[config.mk]
export PLATFORM = sky130hd
export DESIGN_NAME = serial_addsub
export DESIGN_NICKNAME = d
export VERILOG_FILES = /design/src/rtl/serial_addsub.sv
export SDC_FILE = /design/constraint.sdc
export NUM_CORES = 1
export LEC_CHECK = 0
export ABC_AREA = 1
export CAP_MARGIN = 0
export CORE_AREA = 2 2 39 41
export CTS_BUF_LIST = sky130_fd_sc_hd__clkbuf_16
export DETAILED_ROUTE_END_ITERATION = 10
export DIE_AREA = 0 0 41 43
export PLACE_DENSITY = 0.65
export REMOVE_ABC_BUFFERS = 1
export SLEW_MARGIN = 20
export SYNTH_ARGS = -nofsm -noshare
export SYNTH_HDL_FRONTEND = slang
export SYNTH_SLANG_ARGS = --single-unit
[constraint.sdc]
create_clock -name clk -period 1.9 [get_ports clk]
set_input_delay 0.19 -clock clk [delete_from_list [all_inputs] [get_ports clk]]
set_output_delay 0.19 -clock clk [all_outputs]
set_load 0.01 [all_outputs]
[src/rtl/serial_addsub.sv]
// Bit-serial two's-complement adder/subtractor, LSB first, one bit per clock.
// A word is framed by an accepted start; bit 0 is taken in the accept cycle
// and the remaining WIDTH-1 bits follow back to back while busy is high.
// cout/ovf describe the most recently completed word and only change on its
// final bit.
module serial_addsub #(
  parameter int WIDTH = 8
) (
  input  logic clk,
  input  logic rst_n,
  input  logic start,
  input  logic sub,
  input  logic x,
  input  logic y,
  output logic busy,
  output logic z,
  output logic z_valid,
  output logic z_last,
  output logic cout,
  output logic ovf
);

  localparam int CW = (WIDTH > 1) ? $clog2(WIDTH) : 1;
  localparam logic [CW-1:0] CNT_LAST = CW'(WIDTH - 1);
  localparam logic [CW-1:0] CNT_ONE  = CW'(1);

  typedef enum logic {
    IDLE = 1'b0,
    RUN  = 1'b1
  } state_t;

  state_t        state;
  logic [CW-1:0] cnt;
  logic          c;
  logic          sub_r;

  logic          mode;
  logic          cin;
  logic          yb;
  logic          s;
  logic          cn;

  assign busy = (state == RUN);

  // Full-adder bit step; on accept the carry is reloaded from the new mode
  // so nothing leaks from the previous word.
  always_comb begin
    mode = sub;
    cin  = sub;
    if (state == RUN) begin
      mode = sub_r;
      cin  = c;
    end
    yb = y ^ mode;
    s  = x ^ yb ^ cin;
    cn = (x & yb) | (x & cin) | (yb & cin);
  end

  // Word framing, result bit register and end-of-word flags.
  always_ff @(posedge clk or negedge rst_n) begin
    if (!rst_n) begin
      state   <= IDLE;
      cnt     <= '0;
      c       <= 1'b0;
      sub_r   <= 1'b0;
      z       <= 1'b0;
      z_valid <= 1'b0;
      z_last  <= 1'b0;
      cout    <= 1'b0;
      ovf     <= 1'b0;
    end else begin
      case (state)
        IDLE: begin
          z_last <= 1'b0;
          if (start) begin
            z       <= s;
            z_valid <= 1'b1;
            c       <= cn;
            sub_r   <= sub;
            cnt     <= CNT_ONE;
            state   <= RUN;
          end else begin
            z       <= 1'b0;
            z_valid <= 1'b0;
          end
        end
        RUN: begin
          z       <= s;
          z_valid <= 1'b1;
          c       <= cn;
          cnt     <= cnt + CNT_ONE;
          if (cnt == CNT_LAST) begin
            z_last <= 1'b1;
            state  <= IDLE;
            cout   <= cn;
            // carry into the MSB differs from carry out of it
            ovf    <= c ^ cn;
          end else begin
            z_last <= 1'b0;
          end
        end
        default: begin
          state <= IDLE;
        end
      endcase
    end
  end

endmodule

# Word-level counts from Yosys, hierarchy flattened
# Index checks and enable logic that the tools add are counted.
# Widths: inputs -> output; s select.
# classes
reduce_logical,2
add_sub_neg,1
bitwise,10
eq_ne,2
n_mux,14
# ops
operator,n
$pmux 1 s2,5
$mux 1,7
$pmux 3 s2,1
$reduce_and 2->1,2
$xor 1x1->1,4
$add 3x1->3 const B,1
$and 1x1->1,3
$eq 3x3->1 const B,1
$mux 3,1
$ne 2x2->1 const B,1
$or 1x1->1,2
$not 1->1,1
# word_totals
word_cells,38
inputBits,6
output_inout_bits,6
reg_bits,11

# Logic depth before layout (Yosys ltp)
# Gate-level depths: netlist of run 1.
# depth
word_depth,7
depth_mapped,10
mapped_depth_nobuf,10

# Least setup slack after synthesis of run 1
# Ideal clock, no wire load.
# synth_timing
path_type,register to register
startpoint,register state (netlist: busy)
endpoint,register ovf
setup_time_ps,117
t_required_ps,1783
synth_period_minus_slack_ps,1561
n_path_buf,0
stages_incl_launch_ff,11
path_slack_ps,339
arrival_ps,1444
path_cell_list,dfrtp_1 inv_2 nand2_2 nand2_1 nand2_1 nand2_1 fa_1 inv_1 nand2_1 nand3_1 nand2_1
# synth_between
elab_chain_cells,6
word_cells_on_any_way,10
classes_between,2 x mux; 7 x bitwise; 1 x reduce/logical
# synth_lines
item,line_no,rtl
from (decl),32,state_t state;
from (signal assigned),62,state <= IDLE;
from (signal assigned),81,state <= RUN;
from (signal assigned),94,state <= IDLE;
$mux 1,50,if (state == RUN) begin
$xor 1x1->1,54,yb = y ^ mode;
$and 1x1->1,56,cn = (x & yb) | (x & cin) | (yb & cin);
$or 1x1->1 (2 in series),56,
$xor 1x1->1,97,ovf <= c ^ cn;
to (signal assigned),97,
to (decl),20,output logic ovf
# Parallel ways exist; a longest one is shown, timed or not.
# A chain may end at the register's enable or synchronous reset.

# Worst setup path after layout of run 1
# Ends and elaborated chain as after synthesis.

==> results of run 1 <==
-- path summary, 6_finish.rpt --
| path | startpoint | to | depth (start not counted) |
|---|---|---|---|
| max in group asynchronous | rst_n | cnt[1] | 1 |
| min reg2reg | cnt[1] | cnt[1] | 2 |
| min in group clk | cnt[1] | cnt[1] | 2 |
| max reg2reg | busy | ovf | 10 |
| max | busy | ovf | 10 |
| min | rst_n | z | 1 |
-- flip-flops by register name, summed over array words and instances, names as in the netlist --
name     count
z            1
busy         1
cout         1
c            1
ovf          1
cnt          3
sub_r        1
z_last       1
z_valid      1
-- metrics by stage --
step	cell area, µm²	utilization, %
2_1_floorplan	485	-
5_1_grt	694	50.2
3_5_place_dp	616	44.5
4_1_cts	694	50.2
6_report	694	50.2
3_3_place_gp	616	44.5
-- where the power goes --
| part | switching, mW | total (mW) | internal (mW) |
|---|---|---|---|
| sequential | 0.0737 | 0.421 | 0.348 |
| combinational | 0.233 | 0.466 | 0.232 |
| clock | 0.101 | 0.376 | 0.276 |
-- worst max-delay path: stages (launching register included) --
cell and delay (ps):
dfrtp_1 470, inv_2 100, nand2_2 90, nand2_1 50
nand2_1 50, nand2_1 70, fa_1 440, inv_1 80
nand2_1 40, nand3_1 70, nand2_1 50
-- layout by cell type (no fill, tap or decap), drive strengths merged --
cell type / count
clkbuf: 3
clkdlybuf4s50: 11
clkinv: 1
dfrtp: 11
fa: 1
ha: 2
inv: 7
nand2: 22
nand3: 3
nor2: 3
o21a: 1
o21ai: 3
-- cell type report --
| type | instances | area (µm²) |
|---|---|---|
| clock buffer | 3 | 75.1 |
| clock inverter | 1 | 3.75 |
| fill | 138 | 689 |
| inverter | 7 | 26.3 |
| multi-input combinational | 35 | 184 |
| sequential | 11 | 275 |
| tap | 16 | 20.0 |
| timing repair buffer | 11 | 110 |
-- routing by layer --
layer | up-vias | part of all wire (%) | GRT usage [%]
met3 | 5 | 6.2 | 4.71
met1 | 177 | 44 | 17.4
met5 | - | 0 | 0
met4 | 0 | 4.8 | 12.0
met2 | 12 | 45 | 19.1
li1 | 194 | - | -
-- kinds of logic after synthesis --
| logic type | share of synthesized area [%] |
|---|---|
| AND/OR/NAND/NOR | 24.0 |
| flip-flops | 56.7 |
| buffers and inverters | 5.41 |
| AO/OA/AOI/OAI | 4.64 |
| adder cells (fa/ha/maj) | 9.28 |
==> metrics.md, run 1 <==
| Metric | Value |
|---|---|
| Clock tree buffer depth | 2 |
| CTS tree | done |
| Final ANT Viol Nets | 0 |
| Initial antenna violation count | 0 |
| Port Buffers | 11 |
| Clock transition at path regs | around 40 ps |
| Pwr per Cell Area | 1820 mW/mm² |
| Post-synthesis cell count | 53 |
| Mapped Area | between 400 and 500 µm² |
| Antenna cells | 0 |
| CTS buffer count | 3 |
| Top cells by area, synth | dfrtp_1, nand2_1, ha_1 |
| Tmin final | 1620 ps |
| Vias after detailed routing | about 390 |
| WHS | 289 ps |
| Worst-skew pair later-pin latency | 240 ps |
| Slew Limit Fails | 0 |
| Die span in x | between 40 and 50 µm |
| Cells after DPL | 80 |
| H-tree depth | 1 |
| Num rows | 14 |
| Final worst slack | 282 ps |
| Critical Path Fanout Max | 7 |
| Leakage power | approximately 0.34 nW |
| Share of the synthesized area in the top cell type | 56.7% |
| Arrival time worst endpoint | 1750 ps |
| Total Power | 1.26 mW |
| Synth warnings | 0 |
| Fin nets | 78 |
| Iter 0 DRT Violations | 7 |
| Layout cells sized above 1 | 10.3% |
| Largest net degree at the start of global routing | 12 |
| Status | completed |
| EDFF count, synth | 0 |
| Detail Placement HPWL | around 650 µm |
| Routability-driven placement congestion ratio | around 0.75 |
| # IOs | 12 |
| Root buf cell | clkbuf_16 |
| Worst Hold Class | in2async |
| DRC viols | 0 |
| Number of global-route vias before repair | between 300 and 400 |
| Final Hold Vio Count | 0 |
| Final WL | 874 µm |
| Starting Density | roughly a third |
| Maximum vdd drop | roughly 650 µV |
| Count leader, synth | nand2_1 |
| Setup Buffers After CTS | 0 |
| Post-synth top cells | nand2_1, dfrtp_1, inv_1 |
| Startpoint Class | flop |
| Worst Tran Pin Value | between 400 and 500 ps |
| First-pass GRT wire length | 1590 µm |
| Synthesized flop and latch total | 11 |
| Detailed-route vias per instance | 4.62 |
| GRT Total Usage | 14.2% |
| # setup viols final | 0 |
| RSZ-0062 raised after global routing | false |
| GRT overflow | 0 |
| Setup crit end kind | flop |
| Area leader, netlist | dfrtp_1 |
| Core area | 0.00138 mm² |
| Router iterations before antenna repair | 3 |
| Pre-CTS WS | 193 ps |
| Setup TNS | 0 ps |
| Slew headroom | roughly 67% |
| Highest Clock Rate | 618 MHz |
| Routed wire per std cell | 10.4 µm |
| Die height | 43 µm |
| Post-cts sizing count | 0 |
| Flop2flop setup slack | 280 ps |
| Clk_skew | 2.70 ps |
| Data required, critical path | between 2000 and 2500 ps |
| Post-synthesis cell type count | 13 |
| Kind of critical path | reg2reg |
| Layout Cells excl Fill | 84 |
| Max_cap viols | 0 |
| Synth Area per Inst | roughly 9 µm² |
| Clk sinks | 11 |
| Ys async rst share | 100% |
| Ys flop type | dfrtp_1 |
| Cts hold-fix bufs | 0 |
| Area growth syn-to-layout | 43.0% |
| Part of the cycle the worst path needs | 85.2% |
| Die area | 0.00176 mm² |
| Register area share after synthesis | a little under three fifths |
No activity file was read; power rests on OpenSTA's default activity.
==> run 2, diff against run 1 <==
--- a/config.mk
+++ b/config.mk
@@ -12,8 +12,9 @@
 export DETAILED_ROUTE_END_ITERATION = 10
 export DIE_AREA = 0 0 41 43
 export PLACE_DENSITY = 0.65
+export RECOVER_POWER = 100
 export REMOVE_ABC_BUFFERS = 1
-export SLEW_MARGIN = 20
+export SLEW_MARGIN = 30
 export SYNTH_ARGS = -nofsm -noshare
 export SYNTH_HDL_FRONTEND = slang
 export SYNTH_SLANG_ARGS = --single-unit
==> run 2 against run 1 <==
Combinational power fell by 7.3%. Cell count stayed put. Non-clock buffer count did not move. Cell area fell by 1.1%. Register-to-register slack hardly changed. Die area is the same. Setup slack better by 11 ps. Clock-buffer cell count stayed put. Fmax rose by 0.72%. Sequential share of layout area increased by 0.43 points. Critical path type unchanged.
==> metrics.md, run 2 (synthesized netlist as in run 1, its figures left out) <==
| Metric | Value |
|---|---|
| Iter 0 DRT Violations | 5 (-2) |
| WHS | 358 ps (+68.8 ps) |
| Switching Share | 32.2% (-0.057 points) |
| Antenna cells | 0 (unchanged) |
| Pwr per Cell Area | 1780 mW/mm² (-2.4%) |
| Detailed-route vias per instance | 4.62 (unchanged) |
| Max reg flops | 3 (unchanged) |
| # IOs | 12 (unchanged) |
| Die span in x | 41 µm (unchanged) |
| Tmin final | 1610 ps (-11.5 ps) |
| Critical Path Fanout Max | 7 (unchanged) |
| Cts hold-fix bufs | 0 (unchanged) |
| CTS buffer count | 3 (unchanged) |
| Reg power frac | 33.9% (+0.6 points) |
| Maximum vdd drop | 650 µV (-0.66%) |
| Most frequent cells in the layout | nand2_1, dfrtp_1, dlygate4sd3_1 |
| Leakage power | 0.342 nW (about the same) |
| Register area | 275 µm² (unchanged) |
| Core area | 0.00138 mm² (unchanged) |
| RSZ-0062 raised after global routing | false |
| Top reg by flops | cnt |
| Clock tree buffer depth | 2 (unchanged) |
| CTS tree | done |
| Root buf cell | clkbuf_16 |
| Startpoint Class | flop |
| Slew headroom | 66.9% (about the same) |
| Area growth syn-to-layout | 41.5% |
| Worst Tran Pin Value | 495 ps (-0.219 ps) |
| Part of the cycle the worst path needs | 84.6% (-0.61 points) |
| Setup TNS | 0 ps (unchanged) |
| Area of the multi-input gates | 176 µm² (-4.1%) |
| H-tree depth | 1 (unchanged) |
| Clk sinks | 11 (unchanged) |
| GRT Total Usage | 14.2% (unchanged) |
| GRT overflow | 0 (unchanged) |
| Detail Placement HPWL | 652 µm (unchanged) |
| Setup Buffers After CTS | 0 (unchanged) |
| Final Hold Vio Count | 0 (unchanged) |
| Comb power frac | 35.4% (-1.5 points) |
| P_int | 0.827 mW (-3.4%) |
| FILL cells | 140 (+1.4%) |
| Status | completed |
| Final core utilization | 49.6% (-0.54 points) |
| Max_cap viols | 0 (unchanged) |
| Routed wire per std cell | 10.3 µm (-1.0%) |
| Final worst slack | 293 ps (+11.5 ps) |
| Worst-skew pair later-pin latency | 240 ps (about the same) |
| Net switching power figure | 0.393 mW (-3.6%) |
| Starting Density | 35.1% (unchanged) |
| Die height | 43 µm (unchanged) |
| Highest Clock Rate | 622 MHz (+0.72%) |
| Num rows | 14 (unchanged) |
| Total Power | 1.22 mW (-3.5%) |
| Clock transition at path regs | 40 ps (about the same) |
| Die area | 0.00176 mm² (unchanged) |
| Router iterations before antenna repair | 2 (-1) |
| Layout cells sized above 1 | 5.88% (-4.4 points) |
| Setup crit end kind | flop |
| Final ANT Viol Nets | 0 (unchanged) |
| Clock share of power | 30.7% (+0.9 points) |
| # setup viols final | 0 (unchanged) |
| Port Buffers | 11 (unchanged) |
| Data required, critical path | 2030 ps (about the same) |
| Final WL | 865 µm (-1.0%) |
| Clk_skew | 2.27 ps (-0.431 ps) |
| DRC viols | 0 (unchanged) |
| Kind of critical path | reg2reg |
| Arrival time worst endpoint | 1730 ps (-20 ps) |
| Worst Hold Class | in2async |
| Number of global-route vias before repair | 396 (unchanged) |
| Post-cts sizing count | 0 (unchanged) |
| Pre-CTS WS | 193 ps (unchanged) |
| Vias after detailed routing | 388 (unchanged) |
| Slew Limit Fails | 0 (unchanged) |
| Fin nets | 78 (unchanged) |
| Commonest non-fill, non-tap cell in the layout | nand2_1 |
| Initial antenna violation count | 0 (unchanged) |
| First-pass GRT wire length | 1590 µm (unchanged) |
| Routability-driven placement congestion ratio | 0.754 (unchanged) |
| Largest net degree at the start of global routing | 12 (unchanged) |
[run 2: final cells by class]
class,instances,share of cell area [%]
Multi-Input combinational cell,35,25.7
Clock buffer,3,10.9
Clock inverter,1,0.546
Sequential cell,11,40.1
Tap cell,16,2.91
Inverter,7,3.83
Timing Repair Buffer,11,16.0
[run 2: path summary, 6_finish.rpt]
path,start,end,slack (ps),cells after the start
setup / recovery,busy,ovf,290,10
hold / removal,rst_n,z,360,1
setup reg to reg,busy,ovf,290,10
hold reg to reg,cnt[1],cnt[1],470,2
max in group asynchronous,rst_n,cnt[1],1210,1
min in group clk,cnt[1],cnt[1],470,2
[run 2: critical path: stages, from the launching register on]
cell and delay [ps]:
dfrtp_1 440, inv_2 90, nand2_1 110, nand2_1 60
nand2_1 50, nand2_1 70, fa_1 440, inv_1 70
nand2_1 40, nand3_1 70, nand2_1 50
[run 2: metal layers]
layer / vias to the layer above / GRT usage [%] / wire (µm) / share of wire, %
li1: 193 / - / - / -
met1: 178 / 17.4 / 381 / 44
met4: 0 / 12.0 / 39 / 4.5
met2: 12 / 19.1 / 389 / 45
met3: 5 / 4.71 / 54 / 6.2
met5: - / 0 / 0 / 0
[run 2: power by group through the flow]
| stage | Combinational (mW) | Clock [mW] | Sequential (mW) |
|---|---|---|---|
| after global placement | 0.456 | 0 | 0.420 |
| final | 0.432 | 0.374 | 0.413 |
| after global routing | 0.516 | 0.399 | 0.430 |
| after detailed placement | 0.476 | 0 | 0.424 |
| after CTS | 0.477 | 0.383 | 0.422 |
| after floorplan | 0.270 | 0 | 0.438 |
[run 2: metrics by stage]
stage,instances,instance area (µm²)
2_1_floorplan,53,485
3_3_place_gp,80,616
3_5_place_dp,80,616
4_1_cts,84,694
5_1_grt,84,687
6_report,84,687
==> run 3, diff against run 2 <==
--- a/config.mk
+++ b/config.mk
@@ -11,7 +11,7 @@
 export CTS_BUF_LIST = sky130_fd_sc_hd__clkbuf_16
 export DETAILED_ROUTE_END_ITERATION = 10
 export DIE_AREA = 0 0 41 43
-export PLACE_DENSITY = 0.65
+export PLACE_DENSITY = 0.67
 export RECOVER_POWER = 100
 export REMOVE_ABC_BUFFERS = 1
 export SLEW_MARGIN = 30
==> constraint.sdc (replaced) <==
create_clock -name clk -period 1.3 [get_ports clk]
set_input_delay 0.13 -clock clk [delete_from_list [all_inputs] [get_ports clk]]
set_output_delay 0.13 -clock clk [all_outputs]
set_load 0.01 [all_outputs]
==> run 3 against run 2 <==
The flow now finishes with violations (negative setup slack). Global-route usage up 0.36 points. Clock skew down 1.4 ps. Cell count up 11%. Combinational power up 110%. Via count up 7.0%. Non-clock buffer count up 9. Critical path type unchanged. Largest cell class unchanged. Largest power group unchanged.
==> metrics.md, run 3 (synthesized netlist as in run 1, its figures left out) <==
| Metric | Value |
|---|---|
| Switching Share | 31.9% (-0.35 points) |
| Arrival time worst endpoint | 1570 ps (-160 ps) |
| Final ANT Viol Nets | 0 (unchanged) |
| Routability-driven placement congestion ratio | 0.762 (+1.1%) |
| Final WL | 989 µm (+14%) |
| Largest net degree at the start of global routing | 12 (unchanged) |
| Worst-skew pair later-pin latency | 240 ps (about the same) |
| Pre-CTS WS | -359 ps (-552 ps) |
| Maximum vdd drop | 1120 µV (+72%) |
| Layout cells sized above 1 | 26.0% (+20 points) |
| Fin nets | 87 (+12%) |
| Net switching power figure | 0.659 mW (+68%) |
| Startpoint Class | flop |
| Critical Path Fanout Max | 4 (-3) |
| Detail Placement HPWL | 644 µm (-1.2%) |
| Failing checks | negative setup slack |
| Area growth syn-to-layout | 59.0% |
| Final worst slack | -105 ps (-398 ps) |
| Initial antenna violation count | 0 (unchanged) |
| Core area | 0.00138 mm² (unchanged) |
| Clock share of power | 26.8% (-3.9 points) |
| Tmin final | 1400 ps (-202 ps) |
| Setup TNS | -370 ps (-370 ps) |
| Final Hold Vio Count | 0 (unchanged) |
| Die height | 43 µm (unchanged) |
| Status | complete, but fails checks |
| Max_cap viols | 0 (unchanged) |
| Data required, critical path | 1470 ps (-560 ps) |
| Iter 0 DRT Violations | 7 (+2) |
| Cts hold-fix bufs | 0 (unchanged) |
| Clock tree buffer depth | 2 (unchanged) |
| Num rows | 14 (unchanged) |
| # setup viols final | 4 (+4) |
| Number of global-route vias before repair | 366 (-7.6%) |
| Worst Hold Class | in2async |
| Die span in x | 41 µm (unchanged) |
| Worst Tran Pin Value | 521 ps (+25.4 ps) |
| Highest Clock Rate | 712 MHz (+14%) |
| Slew headroom | 65.2% (-1.7 points) |
| Most frequent cells in the layout | nand2_1, dfrtp_1, clkdlybuf4s50_1, buf_4, inv_1 |
| Clk sinks | 11 (unchanged) |
| WHS | 308 ps (-50.1 ps) |
| Detailed-route vias per instance | 4.46 (-3.4%) |
| P_int | 1.41 mW (+70%) |
| Setup crit end kind | flop |
| Starting Density | 35.1% (unchanged) |
| H-tree depth | 1 (unchanged) |
| GRT overflow | 0 (unchanged) |
| CTS tree | done |
| Comb power frac | 44.7% (+9.3 points) |
| Kind of critical path | reg2reg |
| Leakage power | 0.389 nW (+13%) |
| Vias after detailed routing | 415 (+7.0%) |
| DRC viols | 0 (unchanged) |
| Slew Limit Fails | 0 (unchanged) |
| Top reg by flops | cnt |
| First-pass GRT wire length | 1550 µm (-2.6%) |
| Die area | 0.00176 mm² (unchanged) |
| Root buf cell | clkbuf_16 |
| Reg power frac | 28.5% (-5.4 points) |
| Port Buffers | 11 (unchanged) |
| Part of the cycle the worst path needs | 108% (+24 points) |
| Clk_skew | 0.857 ps (-1.41 ps) |
| Router iterations before antenna repair | 3 (+1) |
| RSZ-0062 raised after global routing | true |
| GRT Total Usage | 14.6% (+0.36 points) |
| Clock transition at path regs | 40 ps (about the same) |
| Commonest non-fill, non-tap cell in the layout | nand2_1 |
| # IOs | 12 (unchanged) |
| Final core utilization | 55.8% (+6.1 points) |
| Routed wire per std cell | 10.6 µm (+3.3%) |
| Pwr per Cell Area | 2680 mW/mm² (+51%) |
| Max reg flops | 3 (unchanged) |
| Antenna cells | 0 (unchanged) |
| CTS buffer count | 3 (unchanged) |
-- run 3: power by group through the flow --
| stage | sequential, mW | combinational, mW | clock [mW] |
|---|---|---|---|
| 2_1_floorplan | 0.640 | 0.395 | 0 |
| 3_3_place_gp | 0.594 | 0.792 | 0 |
| 3_5_place_dp | 0.594 | 0.810 | 0 |
| 4_1_cts | 0.590 | 0.857 | 0.566 |
| 5_1_grt | 0.611 | 1.05 | 0.584 |
| 6_report | 0.590 | 0.924 | 0.555 |
-- run 3: cell type report --
cell class                 instances  area [µm²]
clock buffer                       3        75.1
inverter                           7        26.3
fill                             130         612
tap                               16        20.0
timing repair buffer              20         173
clock inverter                     1        3.75
multi-input combinational         35         199
sequential                        11         275
-- run 3: per-stage QoR --
step,power (mW),cells,instance area (µm²)
4_1_cts,2.01,91,749
2_1_floorplan,1.04,53,485
5_1_grt,2.25,93,772
3_3_place_gp,1.39,85,653
6_report,2.07,93,772
3_5_place_dp,1.40,85,653
-- run 3: worst paths after layout --
check | from | end | slack (ps) | cells after the start
setup / recovery | busy | c | -100 | 6
hold reg to reg | cnt[2] | cnt[2] | 480 | 2
max in group asynchronous | rst_n | ovf | 650 | 1
setup reg to reg | busy | c | -100 | 6
min in group clk | cnt[2] | cnt[2] | 480 | 2
hold / removal | rst_n | sub_r | 310 | 1
-- run 3: worst max-delay path, stage by stage, from the launching register on --
cell	delay, ps
dfrtp_1	410
inv_2	90
nand2_2	70
o21a_1	120
fa_2	370
buf_4	150
o21ai_2	120
-- run 3: per-layer routing --
metal | share of wire (%) | global-route usage, % | vias to the layer above
met3 | 7.3 | 6.81 | 5
met4 | 4.4 | 14.0 | 0
met2 | 45 | 20.3 | 12
met1 | 43 | 14.9 | 187
met5 | 0 | 0 | -
li1 | - | - | 211
-- run 3: repair_timing --
item / CTS / global route
endpoints found under the setup margin: 5 / 8
gates resized for setup: 3 / 4
buffers inserted: 2 / 2
pin swaps: 2 / 2
